[config.mk]
export PLATFORM = sky130hd
export DESIGN_NAME = uart_rx_hexdec_fifo
export DESIGN_NICKNAME = d
export VERILOG_FILES = /design/src/rtl/uart_rx_hexdec_fifo.sv
export SDC_FILE = /design/constraint.sdc
export NUM_CORES = 1
export LEC_CHECK = 0
export CAP_MARGIN = 15
export CORE_ASPECT_RATIO = 0.75
export CORE_MARGIN = 5
export CORE_UTILIZATION = 40
export DETAILED_ROUTE_END_ITERATION = 10
export GPL_TIMING_DRIVEN = 0
export MAX_ROUTING_LAYER = met4
export PLACE_DENSITY = 0.67
export SLEW_MARGIN = 20
export SYNTH_ARGS = -nofsm -noshare
export SYNTH_HDL_FRONTEND = slang
export SYNTH_SLANG_ARGS = --single-unit
[constraint.sdc]
create_clock -name clk -period 3.6 [get_ports clk]
set_input_delay 0.72 -clock clk [delete_from_list [all_inputs] [get_ports clk]]
set_output_delay 0.72 -clock clk [all_outputs]
set_load 0.01 [all_outputs]
[src/rtl/uart_rx_hexdec_fifo.sv]
// uart_rx_hexdec_fifo: byte FIFO behind the UART receiver. Each popped byte is decoded as an ASCII hex digit.
// Ports: clk/reset (sync, active-low); rx_data/rx_valid push side; rd_en pop side;
//        oDEC/oBYTE/oERR/oVALID registered pop result; empty/full/count/overflow status.
module uart_rx_hexdec_fifo #(
  parameter int DEPTH = 8,
  parameter int AW    = $clog2(DEPTH)
) (
  input  logic          clk,
  input  logic          reset,
  input  logic [7:0]    rx_data,
  input  logic          rx_valid,
  input  logic          rd_en,
  output logic [3:0]    oDEC,
  output logic [7:0]    oBYTE,
  output logic          oVALID,
  output logic          oERR,
  output logic          empty,
  output logic          full,
  output logic [AW:0]   count,
  output logic          overflow
);

  localparam logic [AW:0] DEPTH_C = (AW+1)'(DEPTH);

  logic [7:0]    mem_q [DEPTH];
  logic [AW-1:0] wr_ptr_q, wr_ptr_d;
  logic [AW-1:0] rd_ptr_q, rd_ptr_d;
  logic [AW:0]   count_q, count_d;
  logic [3:0]    dec_q, dec_d;
  logic [7:0]    byte_q, byte_d;
  logic          vld_q, vld_d;
  logic          err_q, err_d;
  logic          empty_q, empty_d;
  logic          full_q, full_d;
  logic          ovf_q, ovf_d;

  logic          pop_ok;
  logic          push_ok;
  logic [7:0]    pop_byte;

  // Returns {err, nibble}; non-hex characters decode to nibble 0 with err set.
  function automatic logic [4:0] hex_decode(input logic [7:0] b);
    logic [7:0] t;
    t = 8'h00;
    if (b >= 8'h30 && b <= 8'h39) begin
      t = b - 8'h30;
      return {1'b0, t[3:0]};
    end else if (b >= 8'h41 && b <= 8'h46) begin
      t = b - 8'h37;
      return {1'b0, t[3:0]};
    end else if (b >= 8'h61 && b <= 8'h66) begin
      t = b - 8'h57;
      return {1'b0, t[3:0]};
    end
    return {1'b1, 4'h0};
  endfunction

  // A push is still accepted when full if a pop frees a slot in the same cycle.
  assign pop_ok   = rd_en && !empty_q;
  assign push_ok  = rx_valid && (!full_q || pop_ok);
  assign pop_byte = mem_q[rd_ptr_q];

  always_comb begin
    wr_ptr_d = wr_ptr_q;
    rd_ptr_d = rd_ptr_q;
    count_d  = count_q;
    dec_d    = dec_q;
    byte_d   = byte_q;
    err_d    = err_q;
    vld_d    = 1'b0;
    ovf_d    = ovf_q;

    if (push_ok) begin
      wr_ptr_d = wr_ptr_q + AW'(1);
    end else if (rx_valid) begin
      // Full with no accompanying pop: the byte is lost.
      ovf_d = 1'b1;
    end

    if (pop_ok) begin
      rd_ptr_d       = rd_ptr_q + AW'(1);
      byte_d         = pop_byte;
      {err_d, dec_d} = hex_decode(pop_byte);
      vld_d          = 1'b1;
    end

    if (push_ok && !pop_ok) begin
      count_d = count_q + (AW+1)'(1);
    end else if (pop_ok && !push_ok) begin
      count_d = count_q - (AW+1)'(1);
    end

    empty_d = (count_d == '0);
    full_d  = (count_d == DEPTH_C);
  end

  always_ff @(posedge clk) begin
    if (!reset) begin
      wr_ptr_q <= '0;
      rd_ptr_q <= '0;
      count_q  <= '0;
      dec_q    <= 4'h0;
      byte_q   <= 8'h00;
      vld_q    <= 1'b0;
      err_q    <= 1'b0;
      empty_q  <= 1'b1;
      full_q   <= 1'b0;
      ovf_q    <= 1'b0;
    end else begin
      wr_ptr_q <= wr_ptr_d;
      rd_ptr_q <= rd_ptr_d;
      count_q  <= count_d;
      dec_q    <= dec_d;
      byte_q   <= byte_d;
      vld_q    <= vld_d;
      err_q    <= err_d;
      empty_q  <= empty_d;
      full_q   <= full_d;
      ovf_q    <= ovf_d;
    end
  end

  // Storage needs no reset; contents are only visible through rd_ptr after a push.
  always_ff @(posedge clk) begin
    if (reset && push_ok) begin
      mem_q[wr_ptr_q] <= rx_data;
    end
  end

  assign oDEC     = dec_q;
  assign oBYTE    = byte_q;
  assign oVALID   = vld_q;
  assign oERR     = err_q;
  assign empty    = empty_q;
  assign full     = full_q;
  assign count    = count_q;
  assign overflow = ovf_q;

endmodule
==> flow_summary.toml, run 1 <==
[run_status]
run_status = "complete, no violations"

[place]
place.port_buffers = 32
post-dp-hpwl_mm = 5.488
place_ws_ns = 0.2626
finalWeightedCongestion = 0.8330

[worst_setup_path]
setup.worst_path.start_class = "register"
r2r_cells = 11
critical_path_peak_fanout = 10
criticalPathCategory = "register to register"
timing.critical_path.arrival_ns = 3.66
worstPathRequired_ns = 3.87
rrSetupSlack_ns = 0.20
critPathCaptureType = "register"

[synth]
synth.top_cells.by_area = "edfxtp_1, dfxtp_1, mux4_2, nor2_1, ha_1"
synth_nets = 273
yosys-top-cells-count = "edfxtp_1, dfxtp_1, nor2_1"
count_of_cell_types_in_the_netlist = 45
synth_enable_flop_cells = 64
syn-cell-area_mm2 = 0.003795
ys_warn_count = 0
synth_area_per_cell_um2 = 14.94
synth_flop_cell = "edfxtp_1"
synth_most_common_cell = "edfxtp_1"
synth_compound_area_share_pct = 5.473
synthDominantCellAreaShare_pct = 50.64
synth_seq_cells = 94
post_synth_and_or_nand_nor_area_fraction_pct = 9.660
number_of_instances_in_the_synthesized_netlist = 254
post_synth_mux_area_share_pct = 12.40
synth_area_leader_cell = "edfxtp_1"
synth-adder-area-share_pct = 2.308
synth-seq-area-share_pct = 66.47
synth_top_family_by_area = "multiplexers"
synthXorXnorAreaFrac_pct = 1.616
postSynth.asyncResetShare_pct = 0

[run]
timing.max_cap.violations = 0

[floorplan]
ioPinCount = 33
start_util_pct = 41.43
fp.coreArea_mm2 = 0.009159
die_area_mm2 = 0.01156
die_h_um = 94.36
core.rowCount = 30
die_width_um = 122.5

[clock_network]
cts_root_buf = "clkbuf_16"
worstSkewPairLatency_ns = 0.35
tritoncts_clock_tree = "built"
post-cts-setup-buffer-count = 0
ctsHtreeMaxLevel = 3
ctsLongestPathBuffers = 2
holdBufCountCts = 0
tritoncts.num_buffers = 9
cts_repair_resize_count = 0
numClockSinks = 94
clkTransAtPathRegs_ns = 0.06

[min_path]
instance_count_along_the_most_critical_hold_path = 2
hp-class = "register to register"

[global_route]
grt_pass1_wl_mm = 12.18
met2_usage_pct = 21.90
vias_in_the_first_global_route = 2225
grt_overflow_total = 0
grt-busiest-layer = "met2"
use_met3_pct = 4.192
grt_use_met1_pct = 19.80
globalRouteTotalUtil_pct = 14.82
antenna_violations_before_repair = 0
pin_count_of_the_biggest_net_entering_global_routing = 17

[routing]
detail_route.vias_per_cell = 5.168
vias = 2248
drt-total-wl_mm = 7.779
detail_route.drc_violations = 0
drt-wirelength-per-cell_um = 17.88
detail-route-antenna-nets = 0
detailedRoute.firstIterationViolations = 136
detailedRoute.firstPassIterationCount = 4

[timing]
timing.final.setup_violations = 0
max-slew-margin-rel_pct = 34.46
max_slew.worst_pin.slew_ns = 0.9794
finalMaxSlewViolations = 0
fmax_ghz = 0.2942
timing.final.ws_setup_ns = 0.2009
post-route-period-util_pct = 94.42
unrepaired_setup_endpoints_after_global_routing = "false"
finalClockSkew_ns = 0.008498
hold-worst-slack_ns = 0.4518
period_needed_ns = 3.399
finalHoldViolCount = 0

[layout]
final_layout_size_suffix_gt1_share_pct = 16.29
diodes = 0
area_growth_pct = 21.96
num-nets-final = 321

[pwr]
power.total_uw = 2627
ir_drop_v = 0.0003337
leakage_power_total_uw = 0.001515
power.density_cell_area_mw_per_mm2 = 567.6
==> stage by stage <==
| step | cell area, um^2 | utilization (%) | cells | TNS, ns |
|---|---|---|---|---|
| after detailed placement | 4345 | 47.45 | 419 | 0 |
| after CTS | 4628 | 50.53 | 435 | 0 |
| after floorplan | 3795 | - | 254 | 0 |
| after global routing | 4628 | 50.53 | 435 | 0 |
| after global placement | 4275 | 46.68 | 414 | -0.6537 |
| final | 4628 | 50.53 | 435 | 0 |
==> worst paths after layout <==
path	end	startpoint
setup / recovery	oDEC[1]$_SDFFE_PN0P_	register
hold / removal	oDEC[3]$_SDFFE_PN0P_	oDEC[3]$_SDFFE_PN0P_
setup reg to reg	oDEC[1]$_SDFFE_PN0P_	register
hold reg to reg	oDEC[3]$_SDFFE_PN0P_	oDEC[3]$_SDFFE_PN0P_
==> routing by layer <==
metal / vias to the layer above / wire [um]
li1: 1070 / -
met1: 1115 / 3562
met2: 57 / 3683
met3: 6 / 484
met4: 0 / 48
met5: - / 0
==> layout make-up <==
type,instances,area [um^2]
tap,128,160.2
timing repair buffer,37,357.8
inverter,5,18.77
buffer,11,60.06
multi-input combinational,144,1226
clock buffer,11,242.7
clock inverter,5,40.04
fill,787,4531
sequential,94,2522
==> where the power goes <==
part           total [uW]  internal (uW)  switching (uW)
registers            1260           1210            49.5
logic                 469            222             246
clock network         896            494             402
==> sequential cells by signal, indices dropped and copies added (netlist names), named ones only <==
register,flops
wr_ptr_q,3
count,4
empty,1
oVALID,1
full,1
oERR,1
rd_ptr_q,3
oBYTE,8
oDEC,4
overflow,1
mem_q,64
==> worst max-delay path: stages, from the launching register on <==
cell      delay (ns)
dfxtp_1         0.32
clkbuf_1        0.32
buf_2           0.36
mux4_2          0.36
mux2i_1         0.40
inv_1           0.13
ha_1            0.23
or2_2           0.32
a21oi_1         0.37
or2_1           0.20
o221ai_1        0.12
a21oi_1         0.18
==> cell families (layout without fill, tap and decap cells) <==
| logic type | Yosys count | after routing |
|---|---|---|
| AND/OR/NAND/NOR | 73 | 73 |
| buffers and inverters | 16 | 69 |
| multiplexers | 26 | 26 |
| AO/OA/AOI/OAI | 31 | 31 |
| flip-flops | 94 | 94 |
| adder cells (fa/ha/maj) | 7 | 7 |
| XOR/XNOR | 7 | 7 |
==> layout by cell type, fill, tap and decap left out, drive strengths merged, types with 5 or more instances in the layout <==
master         count
inv                8
clkbuf            17
buf               10
a211oi             7
dfxtp             30
clkdlybuf4s50     32
nor3               8
mux2i              8
mux4              16
edfxtp            64
nor2              25
a21oi              9
nand2             17
xnor2              5
ha                 7
(Power assumes the default switching activity.)
==> run 2: changes to the inputs <==
CORE_UTILIZATION = 45   (was 40)
PLACE_DENSITY = 0.73   (was 0.67)
SKIP_CTS_REPAIR_TIMING = 1   (was default)
clock period = 4.3 ns   (was 3.6 ns; I/O delays follow)
==> run 2 against run 1 <==
  * Sequential share of layout area is 0.40 points higher
  * Clock power is 14% lower
  * Largest cell class unchanged
  * Design area is 0.73% lower
==> flow_summary.toml, run 2 (synthesis gave the netlist of run 1 again) <==
[global_route]
globalRouteTotalUtil_pct = 16.54
grt_overflow_total = 0
antenna_violations_before_repair = 0
pin_count_of_the_biggest_net_entering_global_routing = 16
vias_in_the_first_global_route = 2330
grt_pass1_wl_mm = 12.29

[layout]
post-route-cell-area_mm2 = 0.004594
largest_register_ffs = 64
num-nets-final = 319
area_growth_pct = 21.07
top_register_by_number_of_flip_flops = "mem_q"
diodes = 0
final_layout_size_suffix_gt1_share_pct = 15.41
final_cell_mix = "edfxtp_1, clkdlybuf4s50_1, dfxtp_1"
mostFrequentLayoutCell = "edfxtp_1"
postLayoutCoreUtil_pct = 55.05

[worst_setup_path]
worstPathRequired_ns = 4.56
cp_common_cell = "a21oi_1"
criticalPathCategory = "register to register"
cp.buffers_inverters = 3
critPathMaxStageDelay_ns = 0.41
r2r_cells = 11
timing.critical_path.arrival_ns = 3.59
crit_chain = "clkbuf_1 > buf_2 > mux4_2 > mux2i_1 > inv_1 > ha_1 > or2_2 > a21oi_1 > or2_1 > o221ai_1 > a21oi_1"
critPathCaptureType = "register"
setup.worst_path.start_class = "register"
cp.depth = 11
slowest_stage = "mux2i_1"
critical_path_peak_fanout = 10
critPathTopFamily = "buffers and inverters"

[timing]
fmax_ghz = 0.3006
post-route-period-util_pct = 77.36
max-slew-margin-rel_pct = 35.90
finalClockSkew_ns = 0.008080
unrepaired_setup_endpoints_after_global_routing = "false"
tns_ns = 0
hold-worst-slack_ns = 0.4584
timing.final.ws_setup_ns = 0.9733
finalMaxSlewViolations = 0
period_needed_ns = 3.327
finalHoldViolCount = 0
max_slew.worst_pin.slew_ns = 0.9579
timing.final.setup_violations = 0

[clock_network]
tritoncts.num_buffers = 9
cts_root_buf = "clkbuf_16"
ctsLongestPathBuffers = 2
worstSkewPairLatency_ns = 0.33
tritoncts_clock_tree = "built"
numClockSinks = 94
ctsHtreeMaxLevel = 3
clkTransAtPathRegs_ns = 0.07

[routing]
detail_route.drc_violations = 0
detailedRoute.firstPassIterationCount = 4
detail-route-antenna-nets = 0
drt-wirelength-per-cell_um = 18.20
detailedRoute.firstIterationViolations = 175
drt-total-wl_mm = 7.515
vias = 2258
detail_route.vias_per_cell = 5.467

[pwr]
share_seq_of_total_power_pct = 47.8
pwr-share-comb_pct = 17.5
power_switching_share_pct = 25.48
power.density_cell_area_mw_per_mm2 = 481.6
leakage_power_total_uw = 0.001503
p_sw_uw = 563.8
clkPwrFrac_pct = 34.7
ir_drop_v = 0.0002331
cell_internal_power_uw = 1649

[place]
place_ws_ns = 0.9878
finalWeightedCongestion = 0.8629
place.port_buffers = 32
post-dp-hpwl_mm = 5.262
place_area_mm2 = 0.004303

[min_path]
instance_count_along_the_most_critical_hold_path = 2
hp-class = "register to register"

[floorplan]
die_area_mm2 = 0.01039
die_h_um = 89.53
fp.coreArea_mm2 = 0.008346
core.rowCount = 29
start_util_pct = 45.47
ioPinCount = 33
die_width_um = 116.0

[run]
timing.max_cap.violations = 0

[run_status]
run_status = "complete, no violations"
[run 2: final cells by class]
class                           instances  area, um^2
Clock buffer                           10       229.0
Buffer                                 11       60.06
Clock inverter                          6       62.56
Fill cell                             681        3751
Inverter                                5       18.77
Timing Repair Buffer                   35       340.3
Tap cell                              108       135.1
Sequential cell                        94        2522
Multi-Input combinational cell        144        1226
[run 2: metal layers]
layer	track usage, %	vias up	share of wire, %
li1	-	1065	-
met1	21.83	1129	44
met2	25.33	55	49
met3	4.060	9	5.6
met4	5.585	0	1.2
met5	-	-	0
[run 2: final timing paths]
check	slack, ns	end	from
min reg2reg	0.46	oDEC[1]$_SDFFE_PN0P_	oDEC[1]$_SDFFE_PN0P_
max reg2reg	0.97	oDEC[1]$_SDFFE_PN0P_	register
min	0.46	oDEC[1]$_SDFFE_PN0P_	oDEC[1]$_SDFFE_PN0P_
max	0.97	oDEC[1]$_SDFFE_PN0P_	register
[run 2: metrics by stage]
| step | total power [uW] | instances |
|---|---|---|
| 5_1_grt | 2319 | 413 |
| 2_1_floorplan | 1315 | 254 |
| 3_3_place_gp | 1450 | 394 |
| 6_report | 2213 | 413 |
| 3_5_place_dp | 1463 | 397 |
| 4_1_cts | 2232 | 413 |
[run 2: worst register-to-register path: stages, from the launching register on]
cell	delay, ns
dfxtp_1	0.31
clkbuf_1	0.31
buf_2	0.36
mux4_2	0.36
mux2i_1	0.41
inv_1	0.16
ha_1	0.23
or2_2	0.32
a21oi_1	0.33
or2_1	0.19
o221ai_1	0.12
a21oi_1	0.17
[run 2: power groups by stage]
stage / clock [uW] / combinational [uW] / sequential [uW]
2_1_floorplan: 0 / 233 / 1080
3_3_place_gp: 0 / 376 / 1070
3_5_place_dp: 0 / 387 / 1080
4_1_cts: 785 / 390 / 1060
5_1_grt: 825 / 432 / 1060
6_report: 768 / 387 / 1060
